$ cat config.mk
export PLATFORM = sky130hd
export DESIGN_NAME = can_frame_tx_flat
export DESIGN_NICKNAME = d
export VERILOG_FILES = /design/src/rtl/can_pkg.sv /design/src/rtl/can_frame_tx_if.sv /design/src/rtl/can_crc15.sv /design/src/rtl/can_frame_tx.sv /design/src/flat_wrapper.sv
export SDC_FILE = /design/constraint.sdc
export NUM_CORES = 1
export LEC_CHECK = 0
export BUFFER_PORTS_ARGS = -buffer_cell sky130_fd_sc_hd__buf_2
export CAP_MARGIN = 25
export CORE_MARGIN = 1.5
export CORE_UTILIZATION = 58
export DETAILED_ROUTE_END_ITERATION = 6
export PLACE_DENSITY = 0.83
export SLEW_MARGIN = 20
export SYNTH_ARGS = -nofsm -noshare
export SYNTH_HDL_FRONTEND = slang
export SYNTH_HIERARCHICAL = 1
export SYNTH_SLANG_ARGS = --single-unit
$ cat constraint.sdc
create_clock -name i_Clock -period 4.2 [get_ports i_Clock]
set_input_delay 0.63 -clock i_Clock [delete_from_list [all_inputs] [get_ports i_Clock]]
set_output_delay 0.63 -clock i_Clock [all_outputs]
set_load 0.005 [all_outputs]
$ cat src/rtl/can_pkg.sv
// Shared CAN definitions used by the transmitter and the bit-level receiver.
package can_pkg;

  localparam logic [14:0] CAN_CRC_POLY    = 15'h4599;
  localparam int          CAN_STUFF_LIMIT = 5;
  localparam int          CAN_EOF_BITS    = 7;
  localparam int          CAN_IFS_BITS    = 3;
  localparam int          CAN_ID_BITS     = 11;
  localparam int          CAN_CTRL_BITS   = 6;   // IDE, r0, DLC[3:0]
  localparam int          CAN_CRC_BITS    = 15;
  localparam int          CAN_TAIL_BITS   = 3 + CAN_EOF_BITS;  // CRC delim, ACK, ACK delim, EOF

  // Frame-field states; the receiver walks the same field sequence.
  typedef enum logic [2:0] {
    ST_IDLE = 3'd0,
    ST_SOF  = 3'd1,
    ST_ARB  = 3'd2,
    ST_CTRL = 3'd3,
    ST_DATA = 3'd4,
    ST_CRC  = 3'd5,
    ST_TAIL = 3'd6,
    ST_IFS  = 3'd7
  } can_state_e;

  // Number of payload bits carried for a given DLC (DLC above 8 still means 8 bytes).
  function automatic logic [6:0] can_data_bits(input logic [3:0] dlc);
    return (dlc > 4'd8) ? 7'd64 : {dlc, 3'b000};
  endfunction

endpackage

$ cat src/rtl/can_frame_tx_if.sv
// Message-buffer side of the CAN transmitter plus its serial outputs.
interface can_frame_tx_if;
  import can_pkg::*;

  // Handshake: i_Tx_DV is a valid strobe with an implicit ready equal to
  // !o_Tx_Active. A request is accepted on any clock where DV=1 and the
  // transmitter is idle (including the cycle carrying o_Tx_Done); while
  // o_Tx_Active is high DV and the payload inputs are ignored.
  logic        i_Tx_DV;
  logic [10:0] i_Tx_Id;
  logic [3:0]  i_Tx_Dlc;
  logic [63:0] i_Tx_Data;
  logic        o_Tx_Serial;
  logic        o_Tx_Active;
  logic        o_Tx_Done;
  can_state_e  dbg_state;

  modport master (
    output i_Tx_DV, i_Tx_Id, i_Tx_Dlc, i_Tx_Data,
    input  o_Tx_Serial, o_Tx_Active, o_Tx_Done, dbg_state
  );

  modport slave (
    input  i_Tx_DV, i_Tx_Id, i_Tx_Dlc, i_Tx_Data,
    output o_Tx_Serial, o_Tx_Active, o_Tx_Done, dbg_state
  );
endinterface

$ cat src/rtl/can_crc15.sv
// Serial CAN CRC-15: one frame bit per enable, init value 0.
module can_crc15
  import can_pkg::*;
(
  input  logic        clk,
  input  logic        rst,
  input  logic        clear,
  input  logic        enable,
  input  logic        data_bit,
  output logic [14:0] crc
);

  logic [14:0] crc_q;

  // Shift-and-conditionally-XOR step; clear has priority over enable.
  always_ff @(posedge clk or posedge rst) begin
    if (rst) begin
      crc_q <= '0;
    end else if (clear) begin
      crc_q <= '0;
    end else if (enable) begin
      crc_q <= {crc_q[13:0], 1'b0} ^ ((data_bit ^ crc_q[14]) ? CAN_CRC_POLY : 15'h0000);
    end
  end

  assign crc = crc_q;

endmodule

$ cat src/rtl/can_frame_tx.sv
// CAN 2.0A standard data frame transmitter: framing, CRC-15, bit stuffing
// and bit timing. The line bit is decoded from registered state so an
// asynchronous reset forces the bus recessive immediately.
module can_frame_tx
  import can_pkg::*;
#(
  parameter int CLKS_PER_BIT = 10
) (
  input logic           i_Clock,
  input logic           i_Reset,
  can_frame_tx_if.slave tx
);

  localparam int CW = (CLKS_PER_BIT > 2) ? $clog2(CLKS_PER_BIT) : 1;
  localparam logic [CW-1:0] CNT_MAX = CW'(CLKS_PER_BIT - 1);

  can_state_e     state_q, state_d;
  logic [6:0]     bit_idx_q, bit_idx_d;
  logic [CW-1:0]  clk_cnt_q, clk_cnt_d;
  logic [2:0]     run_len_q, run_len_d;
  logic           last_bit_q, last_bit_d;
  logic           stuff_q, stuff_d;
  logic           done_q, done_d;
  logic [10:0]    id_q;
  logic [3:0]     dlc_q;
  logic [63:0]    data_q;

  logic           capture;
  logic           crc_clr;
  logic           crc_en;
  logic [14:0]    crc_val;
  logic           frame_bit;
  logic           line_bit;
  logic [6:0]     field_len;
  logic           in_stuff_region;
  logic [11:0]    arb_vec;
  logic [5:0]     ctrl_vec;
  logic [6:0]     data_bits;

  assign arb_vec   = {id_q, 1'b0};          // ID then RTR=0
  assign ctrl_vec  = {2'b00, dlc_q};        // IDE=0, r0=0, DLC
  assign data_bits = can_data_bits(dlc_q);

  can_crc15 u_crc (
    .clk      (i_Clock),
    .rst      (i_Reset),
    .clear    (crc_clr),
    .enable   (crc_en),
    .data_bit (line_bit),
    .crc      (crc_val)
  );

  // Decode the unstuffed frame bit and field length for the current field.
  always_comb begin
    frame_bit       = 1'b1;
    field_len       = 7'd1;
    in_stuff_region = 1'b0;
    case (state_q)
      ST_SOF: begin
        frame_bit       = 1'b0;
        field_len       = 7'd1;
        in_stuff_region = 1'b1;
      end
      ST_ARB: begin
        frame_bit       = arb_vec[4'd11 - bit_idx_q[3:0]];
        field_len       = 7'(CAN_ID_BITS + 1);
        in_stuff_region = 1'b1;
      end
      ST_CTRL: begin
        frame_bit       = ctrl_vec[3'd5 - bit_idx_q[2:0]];
        field_len       = 7'(CAN_CTRL_BITS);
        in_stuff_region = 1'b1;
      end
      ST_DATA: begin
        frame_bit       = data_q[6'd63 - bit_idx_q[5:0]];
        field_len       = data_bits;
        in_stuff_region = 1'b1;
      end
      ST_CRC: begin
        frame_bit       = crc_val[4'd14 - bit_idx_q[3:0]];
        field_len       = 7'(CAN_CRC_BITS);
        in_stuff_region = 1'b1;
      end
      ST_TAIL: field_len = 7'(CAN_TAIL_BITS);
      ST_IFS:  field_len = 7'(CAN_IFS_BITS);
      default: field_len = 7'd1;
    endcase
  end

  // A pending stuff bit overrides the field bit and is the complement of the run.
  assign line_bit = (state_q == ST_IDLE) ? 1'b1 : (stuff_q ? ~last_bit_q : frame_bit);

  // Next-state: bit timing, stuff tracking, field walk and completion pulse.
  always_comb begin
    state_d    = state_q;
    bit_idx_d  = bit_idx_q;
    clk_cnt_d  = clk_cnt_q;
    run_len_d  = run_len_q;
    last_bit_d = last_bit_q;
    stuff_d    = stuff_q;
    done_d     = 1'b0;
    capture    = 1'b0;
    crc_clr    = 1'b0;
    crc_en     = 1'b0;
    if (state_q == ST_IDLE) begin
      clk_cnt_d = '0;
      if (tx.i_Tx_DV) begin
        capture    = 1'b1;
        crc_clr    = 1'b1;
        state_d    = ST_SOF;
        bit_idx_d  = '0;
        run_len_d  = '0;
        last_bit_d = 1'b1;
        stuff_d    = 1'b0;
      end
    end else if (clk_cnt_q != CNT_MAX) begin
      clk_cnt_d = clk_cnt_q + 1'b1;
    end else begin
      clk_cnt_d = '0;
      if (stuff_q) begin
        // Stuff bit finished: it starts a new run; the field counter stays put.
        stuff_d    = 1'b0;
        run_len_d  = 3'd1;
        last_bit_d = line_bit;
      end else begin
        if (in_stuff_region) begin
          run_len_d  = (line_bit == last_bit_q) ? run_len_q + 3'd1 : 3'd1;
          last_bit_d = line_bit;
          stuff_d    = (run_len_d == 3'(CAN_STUFF_LIMIT));
          crc_en     = (state_q != ST_CRC);
        end
        if (bit_idx_q == field_len - 7'd1) begin
          bit_idx_d = '0;
          case (state_q)
            ST_SOF:  state_d = ST_ARB;
            ST_ARB:  state_d = ST_CTRL;
            ST_CTRL: state_d = (data_bits == 7'd0) ? ST_CRC : ST_DATA;
            ST_DATA: state_d = ST_CRC;
            ST_CRC:  state_d = ST_TAIL;
            ST_TAIL: state_d = ST_IFS;
            default: begin
              state_d = ST_IDLE;
              done_d  = 1'b1;
            end
          endcase
        end else begin
          bit_idx_d = bit_idx_q + 7'd1;
        end
      end
    end
  end

  // State and bit-timing registers.
  always_ff @(posedge i_Clock or posedge i_Reset) begin
    if (i_Reset) begin
      state_q    <= ST_IDLE;
      bit_idx_q  <= '0;
      clk_cnt_q  <= '0;
      run_len_q  <= '0;
      last_bit_q <= 1'b1;
      stuff_q    <= 1'b0;
      done_q     <= 1'b0;
    end else begin
      state_q    <= state_d;
      bit_idx_q  <= bit_idx_d;
      clk_cnt_q  <= clk_cnt_d;
      run_len_q  <= run_len_d;
      last_bit_q <= last_bit_d;
      stuff_q    <= stuff_d;
      done_q     <= done_d;
    end
  end

  // Frame contents are latched at acceptance so the source may move on.
  always_ff @(posedge i_Clock or posedge i_Reset) begin
    if (i_Reset) begin
      id_q   <= '0;
      dlc_q  <= '0;
      data_q <= '0;
    end else if (capture) begin
      id_q   <= tx.i_Tx_Id;
      dlc_q  <= tx.i_Tx_Dlc;
      data_q <= tx.i_Tx_Data;
    end
  end

  assign tx.o_Tx_Serial = line_bit;
  assign tx.o_Tx_Active = (state_q != ST_IDLE);
  assign tx.o_Tx_Done   = done_q;
  assign tx.dbg_state   = state_q;

endmodule

$ cat src/flat_wrapper.sv
// flat-port wrapper written by rule: the top's interface ports become plain ports
module can_frame_tx_flat import can_pkg::*;
#(
  parameter int CLKS_PER_BIT = 10
)
  (i_Clock, i_Reset, tx_i_Tx_DV, tx_i_Tx_Id, tx_i_Tx_Dlc, tx_i_Tx_Data, tx_o_Tx_Serial, tx_o_Tx_Active, tx_o_Tx_Done, tx_dbg_state);
  can_frame_tx_if tx_i ();
  input logic i_Clock;
  input logic i_Reset;
  input wire logic [$bits(tx_i.i_Tx_DV)-1:0] tx_i_Tx_DV;
  input wire logic [$bits(tx_i.i_Tx_Id)-1:0] tx_i_Tx_Id;
  input wire logic [$bits(tx_i.i_Tx_Dlc)-1:0] tx_i_Tx_Dlc;
  input wire logic [$bits(tx_i.i_Tx_Data)-1:0] tx_i_Tx_Data;
  output wire logic [$bits(tx_i.o_Tx_Serial)-1:0] tx_o_Tx_Serial;
  output wire logic [$bits(tx_i.o_Tx_Active)-1:0] tx_o_Tx_Active;
  output wire logic [$bits(tx_i.o_Tx_Done)-1:0] tx_o_Tx_Done;
  output wire logic [$bits(tx_i.dbg_state)-1:0] tx_dbg_state;
  assign tx_i.i_Tx_DV = tx_i_Tx_DV;
  assign tx_i.i_Tx_Id = tx_i_Tx_Id;
  assign tx_i.i_Tx_Dlc = tx_i_Tx_Dlc;
  assign tx_i.i_Tx_Data = tx_i_Tx_Data;
  assign tx_o_Tx_Serial = tx_i.o_Tx_Serial;
  assign tx_o_Tx_Active = tx_i.o_Tx_Active;
  assign tx_o_Tx_Done = tx_i.o_Tx_Done;
  assign tx_dbg_state = tx_i.dbg_state;
  can_frame_tx #(.CLKS_PER_BIT(CLKS_PER_BIT)) u_core (.i_Clock(i_Clock), .i_Reset(i_Reset), .tx(tx_i));
endmodule
# Word-level counts from Yosys, hierarchy flattened
# Cells that the tools add are included.
op_classes:
  mux: 58
  n_bitwise: 3
  n_reduce_logical: 12
  n_addsub: 8
  order_cmp: 5
  eq_ne: 15
op_table:
  columns: ["op", "count"]
  rows:
  - ["$mux 15", 3]
  - ["$mux 7", 6]
  - ["$pmux 7 s6", 1]
  - ["$mux 3", 11]
  - ["$mux 1", 29]
  - ["$pmux 3 s6", 1]
  - ["$eq 3x3->1 const B", 5]
  - ["$xor 15x15->15", 1]
  - ["$lt 4x5->1 const B", 2]
  - ["$bmux 1 s4", 2]
  - ["$mux 4", 2]
  - ["$sub 4x4->4 const A", 2]
  - ["$add 7x1->7 const B", 1]
  - ["$eq 7x7->1", 1]
  - ["$logic_not 7->1", 1]
  - ["$lt 6x7->1 const B", 1]
  - ["$sub 7x1->7 const B", 1]
  - ["$bmux 1 s6", 1]
  - ["$eq 3x2->1 const B", 2]
  - ["$reduce_and 3->1", 2]
  - ["$reduce_bool 3->1", 2]
  - ["$reduce_or 6->1", 1]
  - ["$sub 6x6->6 const A", 1]
  - ["$pmux 1 s5", 1]
  - ["other kinds (19)", 21]
word_totals:
  inputBits: 82
  output_inout_bits: 6
  elab_cells: 112
  ff_bits: 114

# Logic depth before layout (Yosys ltp)
# Gate-level depths: netlist of run 1.
depth:
  ltp_word: 13
  ltp_mapped: 13
  mapped_depth_nobuf: 12

# Cells and area by module
# Netlist of run 1, hierarchy kept.
modules_own_cells:
  columns: ["mod", "area_each_um2", "seq_area_each_um2", "n_inst", "cells_per_inst"]
  rows:
  - ["can_frame_tx", 5317.6, 2478.6, 1, 571]
  - ["can_crc15", 737.0, 375.4, 1, 72]

# Least setup slack after synthesis of run 1
# OpenSTA, ideal clock, no wires.
synth_path:
  path_kind: "reg-to-reg"
  startpoint: "reg u_core.bit_idx_q[1]"
  endpoint: "reg u_core.u_crc.crc_q[10] (netlist: u_core/u_crc/crc[10])"
  setup_ns: 0.116
  period_less_slack_ns: 2.905
  path_buffers: 1
  arrival_ns: 2.790
  path_slack_ns: 1.295
  t_required_ns: 4.084
  path_stages_with_launch: 11
  path_cell_list: "dfrtp_1 > buf_6 > mux4_2 > mux4_2 > o2111ai_2 > o211ai_4 > o21ai_0 > nand2_1 > xnor2_1 > nand4b_1 > o311ai_0"
synth_via:
  elab_chain_len: 11
  word_cells_on_any_way: 20
  classes_between: "add/sub (4); mux (14); bitwise (2)"
synth_rtl:
  columns: ["element", "line", "text"]
  rows:
  - ["start: declaration", "can_frame_tx.sv:18", "logic [6:0] bit_idx_q, bit_idx_d;"]
  - ["start signal: assignment", "can_frame_tx.sv:165", "bit_idx_q <= bit_idx_d;"]
  - ["$sub 6x6->6 (tied with other cells)", "can_frame_tx.sv:75", "frame_bit = data_q[6'd63 - bit_idx_q[5:0]];"]
  - ["$bmux 1 s6 (tied with other cells)", "can_frame_tx.sv:75", null]
  - ["$mux 1, on equally long branches", null, null]
  - ["$pmux 1 s5 *", "can_frame_tx.sv:58", "case (state_q)"]
  - ["$mux 1 * (2 in series)", "can_frame_tx.sv:91", "assign line_bit = (state_q == ST_IDLE) ? 1'b1 : (stuff_q ? ~last_bit_q : frame_bit);"]
  - ["named net tx_o_Tx_Serial", "flat_wrapper.sv:14", "output wire logic [$bits(tx_i.o_Tx_Serial)-1:0] tx_o_Tx_Serial;"]
  - ["$xor 1x1->1 *", "can_crc15.sv:22", "crc_q <= {crc_q[13:0], 1'b0} ^ ((data_bit ^ crc_q[14]) ? CAN_CRC_POLY : 15'h0000);"]
  - ["$mux 15 *", "can_crc15.sv:22", null]
  - ["$xor 15x15->15 *", "can_crc15.sv:22", null]
  - ["$mux 15 *", "can_crc15.sv:21", "end else if (enable) begin"]
  - ["$mux 15 *", "can_crc15.sv:19", "end else if (clear) begin"]
  - ["end signal: assignment", "can_crc15.sv:22", null]
  - ["end: declaration", "can_crc15.sv:13", "logic [14:0] crc_q;"]
# Mark *: on every way through the listed nets, which the timed path passes. The rest lies on a longest branch. The select of a mux whose other input is x is not followed.
# A chain may end at the register's enable or synchronous reset.

# Final worst setup path of run 1
layout_path:
  startpoint: "reg u_core.bit_idx_q[0]"
  endpoint: "out tx_o_Tx_Serial"
layout_via:
  elab_chain_len: 6
  word_cells_on_any_way: 15
  classes_between: "add/sub (4); mux (11)"
layout_rtl:
  columns: ["element", "line"]
  rows:
  - ["$sub 6x6->6 (tied with other cells)", "can_frame_tx.sv:75"]
  - ["$bmux 1 s6 (tied with other cells)", "can_frame_tx.sv:75"]
  - ["$mux 1, on equally long branches", null]
  - ["$pmux 1 s5 *", "can_frame_tx.sv:58"]
  - ["$mux 1 * (2 in series)", "can_frame_tx.sv:91"]
  - ["end: declaration", "flat_wrapper.sv:14"]
# Mark *: on every way between the ends. The rest lies on a longest branch, timed or not. The select of a mux whose other input is x is not followed.

==> run_results.csv, run 1 <==
group,metric,value,unit
synth,synth_top_family_by_area,"simple AND/OR/NAND/NOR gates",
sta,relSlewSlack,39.7,%
synth,synth-main-ff-cell,"dfrtp_1",
sta,final-setup-viol-count,0,
global_routing,maximum_number_of_pins_on_one_net_before_global_route_repair,107,
synth,yosys.area_share.simple,23.8,%
layout,area.sequential,0.00285,sq mm
synth,syn_nets,733,
worst_setup_path,endpoint_kind_of_the_worst_setup_timing_path,"output port",
detailed_routing,first_pass_iters,5,
layout,multiInputGateArea,0.00289,sq mm
synth,synth-edff-count,0,
min_path,worst_hold_class,"input port to asynchronous set/reset pin",
run,drv.max_cap_violation_count,0,
power,power_leakage,0.00354,uW
detailed_routing,drt_first_iter_violations,477,
clock_tree,number_of_buffers_created_by_cts,17,
floorplan,die_w,105,um
layout,fillerInstances,765,
layout,antenna_cells_inserted,0,
sta,timing.final.max_slew_violations,0,
synth,synth.lib_cells_used.distinct,57,
clock_tree,cts_hold_repair.buffers,0,
global_routing,globalRoute.totalOverflow,0,
synth,synth_compound_gate_area_share,7.23,%
layout,proportion_of_layout_cells_with_a_drive_suffix_above_1,21.7,%
sta,grt_setup_unrepaired,"false",
synth,synthTopCellsByArea,"dfrtp_1 47%, nand2_1 16%, mux4_1 5.2%",
worst_setup_path,critical_path_arrival,3.31,ns
detailed_routing,detail_route.wirelength,14300,um
place,placement.io_buffers,87,
synth,ys_seq_area_share,47.1,%
sta,worstMarginPinSlew,0.904,ns
synth,synthesis.area,0.00605,sq mm
synth,yosys_warnings,6,
floorplan,coreArea,0.0102,sq mm
global_routing,grt_pass1_wl,24200,um
sta,tns,0,ns
worst_setup_path,path_max_fanout,9,
clock_tree,cts_setup_buffers,0,
run_status,status,"complete, no violations",
detailed_routing,num_vias,4923,
sta,fin_skew,0.00452,ns
synth,synthXorXnorAreaFrac,2.58,%
sta,maxClockFrequency,254,MHz
worst_setup_path,critPathLaunchType,"flop",
worst_setup_path,reg2reg_setup_slack,0.68,ns
sta,final_period_minus_worst_setup_slack,3.94,ns
global_routing,globalRouteTotalUtil,28.1,%
floorplan,floorplan.die_area,0.0111,sq mm
clock_tree,ctsHtreeMaxLevel,4,
floorplan,boundaryPins,88,
global_routing,antenna_violations_before_repair,0,
synth,yosys_register_bits,114,
global_routing,via_count_of_the_first_global_routing_pass,5098,
synth,synth_top_area_share,46.7,%
synth,synth_top_area_cell,"dfrtp_1",
synth,synthMuxAreaShare,12.4,%
synth,synth-async-reset-ratio,100,%
clock_tree,ctsLongestPathBuffers,2,
place,place.detailed.instances,840,
worst_setup_path,timing.setup.critical_path_class,"flop to output port",
clock_tree,path_clk_slew,0.06,ns
detailed_routing,drt-vias-per-instance,5.65,
clock_tree,cts.root.buffer_cell,"clkbuf_8",
floorplan,die-height,105,um
sta,hold_viol,0,
sta,fin_crit_sh,93.8,%
place,detailedPlacementHpwl,9280,um
floorplan,start_util,59.2,%
power,p_per_area,653,mW/mm^2
synth,syn-instance-count,643,
place,gpl.final_weighted_congestion,0.900,
detailed_routing,drc,0,
synth,average_cell_area_after_synthesis,9.42,sq um
detailed_routing,antenna_violating_nets_post_route,0,
synth,synth-adder-area-share,1.65,%
sta,hold-worst-slack,0.193,ns
clock_tree,cts_resized,0,
clock_tree,clkSinkCount,114,
clock_tree,cts_tree,"done",
detailed_routing,avgRoutedWirePerCell,16.4,um
floorplan,fp-row-count,37,
power,vdd_ir_drop_max,0.303,mV
layout,area.growth.synth_to_final,17.4,%
layout,final_cells,872,
worst_setup_path,critPathRequiredTime,3.57,ns
clock_tree,clock_latency,0.52,ns
layout,num-nets-final,813,
critical path: stages (launching register included):
cell and delay [ns]:
dfrtp_1 0.55, mux4_1 0.62, and3_1 0.20, o21ai_0 0.25, nand4_1 0.18, a21oi_2 0.20, o211ai_4 0.14, o21ai_0 0.27
nand2_1 0.19, buf_2 0.17
worst paths after layout:
check	cells after the start	end	startpoint
setup reg to reg	11	u_core/u_crc/crc[7]	u_core/bit_idx_q[0]
max in group asynchronous	3	u_core/dlc_q[3]	i_Reset
hold / removal	2	u_core/u_crc/crc[13]	i_Reset
hold reg to reg	2	u_core/data_q[9]	u_core/data_q[9]
min in group i_Clock	3	u_core/data_q[3]	tx_i_Tx_Data[3]
setup / recovery	9	tx_o_Tx_Serial	u_core/bit_idx_q[0]
where the power goes:
group | internal, uW | switching, uW
Combinational | 622 | 820
Sequential | 1490 | 302
Clock | 924 | 481
cells by family (layout without fill, tap and decap cells):
| kind of cell | Yosys count | count (layout) |
|---|---|---|
| AOI/OAI and AO/OA | 62 | 62 |
| xor gates and xnor gates | 17 | 17 |
| adders and majority gates | 8 | 8 |
| buffers and inverters | 56 | 149 |
| DFF | 114 | 114 |
| muxes | 40 | 40 |
| and+or+nand+nor | 346 | 346 |
synth_stat cells, types with 3 or more instances:
library cell	count
a21oi_1	15
a31oi_1	3
buf_1	3
buf_2	8
clkbuf_1	16
clkbuf_8	7
dfrtp_1	113
ha_1	8
inv_1	16
mux2i_1	14
mux4_1	12
mux4_2	12
nand2_1	259
nand2b_1	5
nand3_1	17
nand4_1	7
nand4b_1	5
nor2_1	32
nor3_1	5
nor3b_1	4
o21ai_0	12
o22ai_1	5
o311ai_0	4
o31ai_1	4
xnor2_1	9
xor2_1	7
flip-flops by register name, summed over array words and instances, names as in the netlist:
name                 cells
u_core/run_len_q         3
u_core/stuff_q           1
u_core/tx.dbg_state      3
u_core/last_bit_q        1
u_core/id_q             11
u_core/u_crc/crc        15
u_core/bit_idx_q         7
u_core/tx.o_Tx_Done      1
u_core/dlc_q             4
u_core/clk_cnt_q         4
u_core/data_q           64
final cells by class:
cell class,count,area share [%]
multi-input cells,473,40.6
clock buffers,20,6.27
repair buffers,100,7.67
well taps,136,2.39
clock inverters,12,1.94
flip-flops and latches,114,40.2
inverters,17,0.933
layout by cell type, fill, tap and decap left out, drive strengths merged, types with 6 or more instances in the layout:
| master | count |
|---|---|
| a21oi | 16 |
| buf | 100 |
| clkbuf | 20 |
| clkinv | 8 |
| dfrtp | 113 |
| ha | 8 |
| inv | 17 |
| mux2i | 14 |
| mux4 | 24 |
| nand2 | 259 |
| nand3 | 17 |
| nand4 | 7 |
| nor2 | 32 |
| o21ai | 12 |
| o311ai | 6 |
| xnor2 | 9 |
| xor2 | 8 |
through the flow:
stage          total power, uW  util [%]  setup WS, ns  cell area [sq um]
6_report                  4640      69.5         0.259               7110
5_1_grt                   4920      69.5        0.0310               7110
4_1_cts                   4660      69.5         0.278               7110
3_5_place_dp              3200      63.8         0.869               6530
3_3_place_gp              3120      63.8         0.965               6530
2_1_floorplan             2820         -         0.981               6050
metal layers:
metal	vias up	track usage [%]	wire length [um]
met5	-	0	0
met4	0	10.6	273
met3	32	5.80	912
met2	217	46.0	6990
met1	2341	37.0	6100
li1	2333	-	-
(Power assumes the default switching activity.)
==> run 2, diff against run 1 <==
Settings changed: BUFFER_PORTS_ARGS -buffer_cell sky130_fd_sc_hd__buf_2 to -buffer_cell sky130_fd_sc_hd__buf_4.
==> run_results.csv, run 2 (synthesis gave the netlist of run 1 again) <==
group,metric,value,unit
run_status,status,"complete, no violations",
global_routing,maximum_number_of_pins_on_one_net_before_global_route_repair,85,
worst_setup_path,endpoint_kind_of_the_worst_setup_timing_path,"output port",
layout,postLayoutCellArea,0.00733,sq mm
layout,area.growth.synth_to_final,21.1,%
floorplan,start_util,59.2,%
power,power_leakage,0.00359,uW
worst_setup_path,critPathRequiredTime,3.57,ns
sta,hold-worst-slack,0.197,ns
sta,timing.final.max_slew_violations,0,
detailed_routing,first_pass_iters,6,
place,placement.io_buffers,87,
place,detailedPlacementHpwl,9550,um
layout,antenna_cells_inserted,0,
clock_tree,ctsHtreeMaxLevel,4,
floorplan,floorplan.die_area,0.0111,sq mm
worst_setup_path,timing.setup.critical_path_class,"flop to output port",
sta,post-route-worst-setup-slack,0.247,ns
clock_tree,number_of_buffers_created_by_cts,17,
detailed_routing,num_vias,4941,
clock_tree,cts.root.buffer_cell,"clkbuf_8",
clock_tree,clock_latency,0.52,ns
global_routing,globalRoute.totalOverflow,0,
place,gpl.final_weighted_congestion,0.831,
layout,proportion_of_layout_cells_with_a_drive_suffix_above_1,22.0,%
power,post_route_total_power,4700,uW
detailed_routing,avgRoutedWirePerCell,16.1,um
worst_setup_path,timing.critical_path.slowest_cell_delay,0.57,ns
sta,grt_setup_unrepaired,"false",
sta,fin_crit_sh,94.1,%
floorplan,fp-row-count,37,
run,drv.max_cap_violation_count,0,
clock_tree,path_clk_slew,0.06,ns
detailed_routing,drt_first_iter_violations,407,
global_routing,via_count_of_the_first_global_routing_pass,5038,
sta,worstMarginPinSlew,0.822,ns
clock_tree,cts_tree,"done",
sta,hold_viol,0,
sta,tns,0,ns
layout,fillerInstances,721,
sta,fin_skew,0.00853,ns
clock_tree,ctsLongestPathBuffers,2,
layout,num-nets-final,812,
worst_setup_path,path_max_fanout,14,
global_routing,antenna_violations_before_repair,0,
worst_setup_path,timing.critical_path.slowest_stage_cell,"dfrtp_2",
layout,layout_commonest_cell,"nand2_1",
clock_tree,clkSinkCount,114,
sta,maxClockFrequency,253,MHz
worst_setup_path,critPathLaunchType,"flop",
power,vdd_ir_drop_max,0.270,mV
floorplan,boundaryPins,88,
worst_setup_path,critical_path_arrival,3.32,ns
sta,relSlewSlack,45.2,%
floorplan,die-height,105,um
detailed_routing,drc,0,
min_path,worst_hold_class,"input port to asynchronous set/reset pin",
sta,final_period_minus_worst_setup_slack,3.95,ns
layout,top_register,"u_core/data_q",
global_routing,globalRouteTotalUtil,27.8,%
sta,final-setup-viol-count,0,
detailed_routing,antenna_violating_nets_post_route,0,
place,pre_cts_slack,0.599,ns
layout,largest_register_ff_count,64,
power,p_per_area,641,mW/mm^2
detailed_routing,detail_route.wirelength,14000,um
floorplan,coreArea,0.0102,sq mm
worst_setup_path,critical_path.cell_chain,"ha_1, inv_1, o21ai_0, xnor2_1, mux4_2, a21oi_2, o211ai_4, o21ai_0, nand2_1, buf_4",
floorplan,die_w,105,um
detailed_routing,drt-vias-per-instance,5.67,
place,dpl_cell_area,0.00672,sq mm
layout,top_library_cells_by_usage_in_the_layout_fill_and_taps_aside,"258 x nand2_1, 111 x dfrtp_1, 99 x buf_4",
global_routing,grt_pass1_wl,24200,um
worst_setup_path,crit_top_cell,"o21ai_0",
==> run 2: cell count changes in the layout (fill, tap and decap cells not counted) <==
cell | before | now
clkbuf_1 | 1 | 0
inv_4 | 1 | 0
inv_6 | 0 | 4
dfrtp_1 | 113 | 111
buf_12 | 1 | 0
clkinvlp_4 | 1 | 3
buf_4 | 12 | 99
dfrtp_2 | 0 | 2
clkbuf_8 | 3 | 2
buf_2 | 87 | 0
clkinv_2 | 8 | 1
clkinv_4 | 0 | 4
==> run 2: power breakdown <==
part | leakage (uW) | switching (uW) | total, uW | internal [uW]
combinational | 0.00186 | 788 | 1430 | 639
sequential | 0.00145 | 320 | 1810 | 1490
clock | 0.000288 | 533 | 1460 | 926
total | 0.00359 | 1640 | 4700 | 3060
==> run 2: critical path: cells and delay by family (launching register included) <==
family,cells,cell delay [ns]
mux,1,0.53
fa+ha+maj,1,0.29
flops,1,0.57
xor+xnor,1,0.18
simple gates,1,0.17
buf+inv,2,0.23
compound gates,4,0.82
==> run 2: cell type report <==
type,count,area (sq um),area share [%]
inverters,17,68.8,0.938
clock buffers,18,428,5.83
well taps,136,170,2.32
multi-input cells,473,2890,39.4
repair buffers,99,743,10.1
flip-flops and latches,114,2860,38.9
clock inverters,14,179,2.44
==> run 2: worst paths after layout <==
path / startpoint / to / slack (ns) / cells after the start
setup / recovery: u_core/bit_idx_q[2] / tx_o_Tx_Serial / 0.25 / 10
hold / removal: i_Reset / u_core/u_crc/crc[9] / 0.20 / 2
setup reg to reg: u_core/bit_idx_q[2] / u_core/u_crc/crc[10] / 0.69 / 12
hold reg to reg: u_core/data_q[20] / u_core/data_q[20] / 0.47 / 2
max in group asynchronous: i_Reset / u_core/clk_cnt_q[2] / 3.23 / 3
min in group i_Clock: tx_i_Tx_Data[2] / u_core/data_q[2] / 0.30 / 3
==> run 2: timing repair <==
action	4_1_cts	5_1_grt
hold buffers	0	0
setup endpoints to repair	0	1
setup buffers	0	0
gates resized for setup	0	2
==> run 2: stage by stage <==
step	utilization (%)	instances
global placement	65.7	839
floorplan	-	643
CTS	71.6	871
detailed placement	65.7	839
global route	71.7	871
finish	71.7	871
==> run 2: layer usage <==
layer | vias up | GRT usage, % | wire length (um)
met5 | - | 0 | 0
met4 | 0 | 12.6 | 291
met3 | 27 | 5.93 | 884
met2 | 212 | 43.7 | 6870
met1 | 2368 | 37.1 | 5990
li1 | 2334 | - | -
